## src/rtl/sync_fifo_pkg.sv

```systemverilog
// Shared constants and parameter validation for the extended synchronous FIFO.
package sync_fifo_pkg;

    localparam int FIFO_STD  = 0;
    localparam int FIFO_FWFT = 1;

    function automatic bit fifo_params_ok(input int depth, input int ptr_w,
                                          input int afull_th, input int aempty_th,
                                          input int fwft);
        bit ok;
        ok = (depth >= 2) && ((depth & (depth - 1)) == 0);
        ok = ok && (ptr_w == $clog2(depth));
        ok = ok && (afull_th >= 1) && (afull_th <= depth);
        ok = ok && (aempty_th >= 0) && (aempty_th <= depth - 1);
        ok = ok && ((fwft == FIFO_STD) || (fwft == FIFO_FWFT));
        return ok;
    endfunction

endpackage

```

## src/rtl/fifo_ram.sv

```systemverilog
// FIFO storage: one synchronous write port, one asynchronous read port.
module fifo_ram #(
    parameter int DATA_WIDTH = 8,
    parameter int FIFO_DEPTH = 16,
    parameter int AW         = $clog2(FIFO_DEPTH)
) (
    input  logic                  clk,
    input  logic                  we,
    input  logic [AW-1:0]         waddr,
    input  logic [DATA_WIDTH-1:0] wdata,
    input  logic [AW-1:0]         raddr,
    output logic [DATA_WIDTH-1:0] rdata
);

    logic [DATA_WIDTH-1:0] mem_q [FIFO_DEPTH];

    always_ff @(posedge clk) begin
        if (we) begin
            mem_q[waddr] <= wdata;
        end
    end

    assign rdata = mem_q[raddr];

endmodule

```

## src/rtl/sync_fifo_ext.sv

```systemverilog
// Synchronous FIFO with standard/FWFT read modes, registered flags, thresholds,
// fill level, flush and sticky error flags.
module sync_fifo_ext
    import sync_fifo_pkg::*;
#(
    parameter int DATA_WIDTH = 8,
    parameter int FIFO_DEPTH = 16,
    parameter int PTR_W      = $clog2(FIFO_DEPTH),
    parameter int AFULL_TH   = FIFO_DEPTH - 4,
    parameter int AEMPTY_TH  = 4,
    parameter int FWFT       = FIFO_STD
) (
    input  logic                  clk,
    input  logic                  rst_n,
    input  logic                  flush,
    input  logic                  clear_err,
    input  logic                  write_en,
    input  logic [DATA_WIDTH-1:0] data_in,
    input  logic                  read_en,
    output logic [DATA_WIDTH-1:0] data_out,
    output logic                  data_valid,
    output logic                  fifo_empty,
    output logic                  fifo_full,
    output logic                  almost_full,
    output logic                  almost_empty,
    output logic [PTR_W:0]        level,
    output logic                  overflow,
    output logic                  underflow
);

    if (!fifo_params_ok(FIFO_DEPTH, PTR_W, AFULL_TH, AEMPTY_TH, FWFT)) begin : g_bad_params
        $error("sync_fifo_ext: illegal FIFO_DEPTH/PTR_W/threshold/FWFT parameters");
    end

    localparam logic [PTR_W:0] DEPTH_L  = (PTR_W+1)'(FIFO_DEPTH);
    localparam logic [PTR_W:0] AFULL_L  = (PTR_W+1)'(AFULL_TH);
    localparam logic [PTR_W:0] AEMPTY_L = (PTR_W+1)'(AEMPTY_TH);

    logic [PTR_W-1:0]      head_q, head_d, tail_q, tail_d;
    logic [PTR_W:0]        level_q, level_d;
    logic                  empty_q, empty_d, full_q, full_d;
    logic                  afull_q, afull_d, aempty_q, aempty_d;
    logic                  ovf_q, ovf_d, udf_q, udf_d;
    logic [DATA_WIDTH-1:0] dout_q, dout_d;
    logic                  dvalid_q, dvalid_d;
    logic                  rd_acc, wr_acc, mem_we;
    logic [DATA_WIDTH-1:0] rdata;

    fifo_ram #(
        .DATA_WIDTH (DATA_WIDTH),
        .FIFO_DEPTH (FIFO_DEPTH),
        .AW         (PTR_W)
    ) u_ram (
        .clk   (clk),
        .we    (mem_we),
        .waddr (head_q),
        .wdata (data_in),
        .raddr (tail_q),
        .rdata (rdata)
    );

    always_comb begin
        rd_acc   = read_en && !empty_q;
        wr_acc   = write_en && (!full_q || rd_acc);
        mem_we   = 1'b0;
        head_d   = head_q;
        tail_d   = tail_q;
        level_d  = level_q;
        dout_d   = dout_q;
        dvalid_d = 1'b0;
        ovf_d    = ovf_q && !clear_err;
        udf_d    = udf_q && !clear_err;
        // Flush wins over both requests and suppresses error detection.
        if (flush) begin
            head_d  = '0;
            tail_d  = '0;
            level_d = '0;
        end else begin
            mem_we   = wr_acc;
            head_d   = wr_acc ? head_q + 1'b1 : head_q;
            tail_d   = rd_acc ? tail_q + 1'b1 : tail_q;
            level_d  = level_q + {{PTR_W{1'b0}}, wr_acc} - {{PTR_W{1'b0}}, rd_acc};
            dout_d   = rd_acc ? rdata : dout_q;
            dvalid_d = rd_acc;
            ovf_d    = ovf_d || (write_en && !wr_acc);
            udf_d    = udf_d || (read_en && !rd_acc);
        end
        empty_d  = (level_d == '0);
        full_d   = (level_d == DEPTH_L);
        afull_d  = (level_d >= AFULL_L);
        aempty_d = (level_d <= AEMPTY_L);
    end

    always_ff @(posedge clk) begin
        if (!rst_n) begin
            head_q   <= '0;
            tail_q   <= '0;
            level_q  <= '0;
            empty_q  <= 1'b1;
            full_q   <= 1'b0;
            afull_q  <= 1'b0;
            aempty_q <= 1'b1;
            ovf_q    <= 1'b0;
            udf_q    <= 1'b0;
            dout_q   <= '0;
            dvalid_q <= 1'b0;
        end else begin
            head_q   <= head_d;
            tail_q   <= tail_d;
            level_q  <= level_d;
            empty_q  <= empty_d;
            full_q   <= full_d;
            afull_q  <= afull_d;
            aempty_q <= aempty_d;
            ovf_q    <= ovf_d;
            udf_q    <= udf_d;
            dout_q   <= dout_d;
            dvalid_q <= dvalid_d;
        end
    end

    assign data_out     = (FWFT == FIFO_FWFT) ? (empty_q ? '0 : rdata) : dout_q;
    assign data_valid   = (FWFT == FIFO_FWFT) ? !empty_q : dvalid_q;
    assign fifo_empty   = empty_q;
    assign fifo_full    = full_q;
    assign almost_full  = afull_q;
    assign almost_empty = aempty_q;
    assign level        = level_q;
    assign overflow     = ovf_q;
    assign underflow    = udf_q;

endmodule

```

## config.mk

```make
export PLATFORM = sky130hd
export DESIGN_NAME = sync_fifo_ext
export DESIGN_NICKNAME = d
export VERILOG_FILES = /design/src/rtl/sync_fifo_pkg.sv /design/src/rtl/fifo_ram.sv /design/src/rtl/sync_fifo_ext.sv
export SDC_FILE = /design/constraint.sdc
export NUM_CORES = 1
export LEC_CHECK = 0
export CAP_MARGIN = 25
export CORE_MARGIN = 2
export CORE_UTILIZATION = 64
export CTS_CLUSTER_DIAMETER = 50
export DETAILED_ROUTE_END_ITERATION = 10
export PLACE_DENSITY_LB_ADDON = 0.15
export SLEW_MARGIN = 20
export SYNTH_ARGS = -nofsm -noshare
export SYNTH_HDL_FRONTEND = slang
export SYNTH_HIERARCHICAL = 1
export SYNTH_SLANG_ARGS = --single-unit
```

## constraint.sdc

```tcl
create_clock -name clk -period 7.9 [get_ports clk]
set_input_delay 1.58 -clock clk [delete_from_list [all_inputs] [get_ports clk]]
set_output_delay 1.58 -clock clk [all_outputs]
set_load 0.02 [all_outputs]
```

==> impl_table.tex <==
\begin{tabular}{lr}
\hline
Metric & Value \\
\hline
\multicolumn{2}{l}{\textbf{STA}} \\
Final sum of negative setup slack & 0 ns \\
Final worst clock skew & 0.0236 ns \\
Setup repair after global routing missed its margin & false \\
Fin crit period & 4.02 ns \\
Count of final max-slew check failures & 0 \\
Final setup violation count & 0 \\
Least-Margin Pin Slew & 0.973 ns \\
Fin. Hold Viols & 0 \\
Post-route worst setup slack & 3.88 ns \\
Fmax & 249 MHz \\
Tightest slew margin relative to the limit & 0.349 \\
Fin crit share & 0.509 \\
\multicolumn{2}{l}{\textbf{Synthesis}} \\
Fraction of synthesized cell area taken by the top area cell type & 0.615 \\
Number of synthesized register bits & 156 \\
Count of mapped cells out of synthesis & 360 \\
Share of async-settable or async-resettable flops after synthesis & 0 \\
Seq/Total Area, Yosys & 0.705 \\
Most common cell in the synthesized netlist & sky130\_fd\_sc\_hd\_\_edfxtp\_1 \\
Prevailing post-synth register cell & sky130\_fd\_sc\_hd\_\_edfxtp\_1 \\
Number of distinct library cell variants in the gate-level netlist after synthesis & 44 \\
Leading post-synthesis cells by instance count & 128 x sky130\_fd\_sc\_hd\_\_edfxtp\_1, 28 x sky130\_fd\_sc\_hd\_\_dfxtp\_1, 28 x sky130\_fd\_sc\_hd\_\_nor2\_1 \\
Synth warn & 6 \\
Post-synth EDFFs & 128 \\
Avg Inst Size Synth & 17.3 um2 \\
Post-synth top area cell & sky130\_fd\_sc\_hd\_\_edfxtp\_1 \\
Cell area after technology mapping & 6250 um2 \\
Dominant cells by area after synthesis & sky130\_fd\_sc\_hd\_\_edfxtp\_1 62\%, sky130\_fd\_sc\_hd\_\_dfxtp\_1 9.0\%, sky130\_fd\_sc\_hd\_\_mux4\_2 6.5\% \\
Synthesized netlist net count & 382 \\
\multicolumn{2}{l}{\textbf{Setup path}} \\
Largest stage delay, worst path & 0.63 ns \\
Worst path required time & 8.05 ns \\
Sort of element at the end of the critical path & register \\
Crit path launch type & primary input \\
Startpoint-to-endpoint class of the critical path & in2reg \\
Largest fanout of any net on the critical path & 15 \\
Most Frequent Cell on Critical Path & sky130\_fd\_sc\_hd\_\_nor2\_1 \\
Arrival time at the worst endpoint & 4.17 ns \\
Reg2Reg Depth & 6 \\
Cell type of the slowest stage on the worst timing path & sky130\_fd\_sc\_hd\_\_nor2\_1 \\
Critical register-to-register path startpoint & fifo\_empty\$\_SDFF\_PN1\_ \\
Slack of the worst reg-to-reg path & 5.05 ns \\
End of the worst register-to-register path & u\_ram/mem\_q[3][1]\$\_DFFE\_PP\_ \\
Critical path cell sequence & clkdlybuf4s50\_1 -> nand2b\_4 -> a21oi\_1 -> inv\_1 -> nor2\_1 -> or3b\_2 -> nor2\_1 \\
\multicolumn{2}{l}{\textbf{Global route}} \\
Global-route total usage across every layer & 0.253 \\
Pin count of the biggest net entering global routing & 36 \\
GRT overflow & 0 \\
Global-route wire length before repair & 18,600 um \\
Initial antenna violation count & 0 \\
Number of global-route vias before repair & 3,379 \\
\multicolumn{2}{l}{\textbf{Place}} \\
Placed wire-length estimate & 7560 um \\
Place WS & 3.11 ns \\
IO Port Bufs & 33 \\
DP Area & 6670 um2 \\
Routability cong. & 0.807 \\
DP Cell Count & 516 \\
\multicolumn{2}{l}{\textbf{Routing}} \\
Drc violations & 0 \\
First-pass detailed-route iteration total & 4 \\
Number of DRC markers after the initial detailed-route iteration & 207 \\
Detail-routed net length per standard cell & 22.4 um \\
Per-cell via count in the routed design & 6.12 \\
Final wirelength & 12,300 um \\
Total via count in the routed design & 3,355 \\
ANT nets after route & 0 \\
\multicolumn{2}{l}{\textbf{Power and ir drop}} \\
Switching power share of the total & 0.236 \\
NetSw & 0.428 mW \\
Logic pwr share & 0.059 \\
Internal power of the cells & 1.39 mW \\
Final Power & 1.82 mW \\
Pwr/cell area & 249 nW/um2 \\
Reported leakage power & 2.38 nW \\
Clk network pwr share & 0.442 \\
Worst vdd ir & 0.180 mV \\
Sequential share of power & 0.499 \\
\multicolumn{2}{l}{\textbf{Run status}} \\
Outcome & finished, final reports clean \\
\multicolumn{2}{l}{\textbf{Floorplanning}} \\
Ports & 34 \\
Overall die area & 10,600 um2 \\
Die W & 103 um \\
Initial cell density of the core & 0.648 \\
Cell row count & 36 \\
Vert. Die Dim & 103 um \\
Core region area & 9640 um2 \\
\multicolumn{2}{l}{\textbf{Clocking}} \\
Library cell used as clock root buffer & sky130\_fd\_sc\_hd\_\_clkbuf\_8 \\
Clock Tree Buf Depth & 2 \\
Clock-pin transition on the worst setup and hold timing paths & 0.07 ns \\
Cts bufs inserted & 17 \\
Skew-Pair Late Insertion Delay & 0.52 ns \\
Clock tree from TritonCTS & yes \\
CTS-repair resized insts & 0 \\
Maximum level of the CTS H-tree & 4 \\
Number of buffers inserted for hold repair after clock tree synthesis & 0 \\
Total number of clock tree sinks & 156 \\
Setup Buffers After CTS & 0 \\
\multicolumn{2}{l}{\textbf{Min path}} \\
Number of cells traversed by the worst hold path & 2 \\
Hold/Removal Path Class & reg2reg \\
Launch instance of the worst min-delay path & overflow\$\_SDFF\_PN0\_ \\
Worst min-delay path endpoint & overflow\$\_SDFF\_PN0\_ \\
\multicolumn{2}{l}{\textbf{Layout}} \\
FF/Latch Area & 4410 um2 \\
Final instance count without filler cells & 548 \\
Layout cells sized above 1 & 0.149 \\
Final-layout fill cell count & 576 \\
Multi-input logic area & 1690 um2 \\
Area added between synthesis and finish & 16.6\% \\
Final Net Count & 424 \\
Cell area after layout & 7280 um2 \\
Number of antenna repair diodes & 0 \\
\multicolumn{2}{l}{\textbf{Run}} \\
Max Cap Viol & 0 \\
\hline
\end{tabular}
-- logic make-up after synthesis --
kind of cell    after synthesis  synth area share
fa+ha+maj                     8            0.0172
compound gates               45            0.0501
flops                       156             0.705
simple gates                 82            0.0649
buf+inv                      27            0.0246
mux                          33             0.125
xor+xnor                      9            0.0126
-- worst max path at each step --
stage / from / end / slack (ns) / depth (start not counted)
floorplan: read_en / u_ram/mem_q[0][0]$_DFFE_PP_ / 4.24 / 6
global placement: read_en / u_ram/mem_q[0][4]$_DFFE_PP_ / 3.27 / 7
detailed placement: read_en / u_ram/mem_q[0][7]$_DFFE_PP_ / 3.11 / 7
CTS: read_en / u_ram/mem_q[0][3]$_DFFE_PP_ / 3.66 / 7
global route: read_en / u_ram/mem_q[1][3]$_DFFE_PP_ / 3.71 / 7
finish: read_en / u_ram/mem_q[3][1]$_DFFE_PP_ / 3.88 / 7
-- stage by stage --
step / util / hold slack, ns
floorplan: - / 0.512
CTS: 0.755 / 0.486
global route: 0.755 / 0.505
detailed placement: 0.692 / 0.477
global placement: 0.692 / 0.469
finish: 0.755 / 0.479
-- placed cells by master, fill, tap and decap left out, drive strengths merged, types with 7 or more instances in the layout --
| cell type | count |
|---|---|
| a22oi | 16 |
| o21ai | 8 |
| inv | 21 |
| edfxtp | 128 |
| nand2b | 7 |
| mux4 | 32 |
| a21boi | 9 |
| nand2 | 22 |
| dfxtp | 28 |
| clkbuf | 17 |
| ha | 7 |
| clkdlybuf4s50 | 33 |
| nor2 | 29 |
| xnor2 | 7 |
-- power by group through the flow --
stage,Combinational [mW],Clock [mW],Sequential (mW)
final,0.107,0.803,0.906
after global placement,0.104,0,0.924
after floorplan,0.0566,0,0.931
after global routing,0.119,0.842,0.907
after CTS,0.108,0.814,0.906
after detailed placement,0.107,0,0.924
-- registers in the layout (all words and copies together), names as in the netlist, 4 cells and up --
name         count
data_out         8
head_q           4
level            5
tail_q           4
u_ram/mem_q    128
-- layout make-up --
cell class                      instances  share of cell area
Sequential cell                       156               0.605
Tap cell                              133              0.0229
Clock buffer                           17              0.0569
Clock inverter                         15              0.0261
Timing Repair Buffer                   38              0.0505
Multi-Input combinational cell        177               0.232
Inverter                               12             0.00619
-- worst max-delay path, delay by kind of cell --
family | cells | cell delay (ns)
simple gates | 4 | 1.63
buf+inv | 2 | 0.63
compound gates | 1 | 0.31
-- metal layers --
layer	GRT usage	vias up	wire [um]
met1	0.325	1705	4670
met2	0.422	134	6490
met3	0.0610	17	886
met5	0	-	0
met4	0.102	0	226
li1	-	1499	-
(Power assumes the default switching activity.)
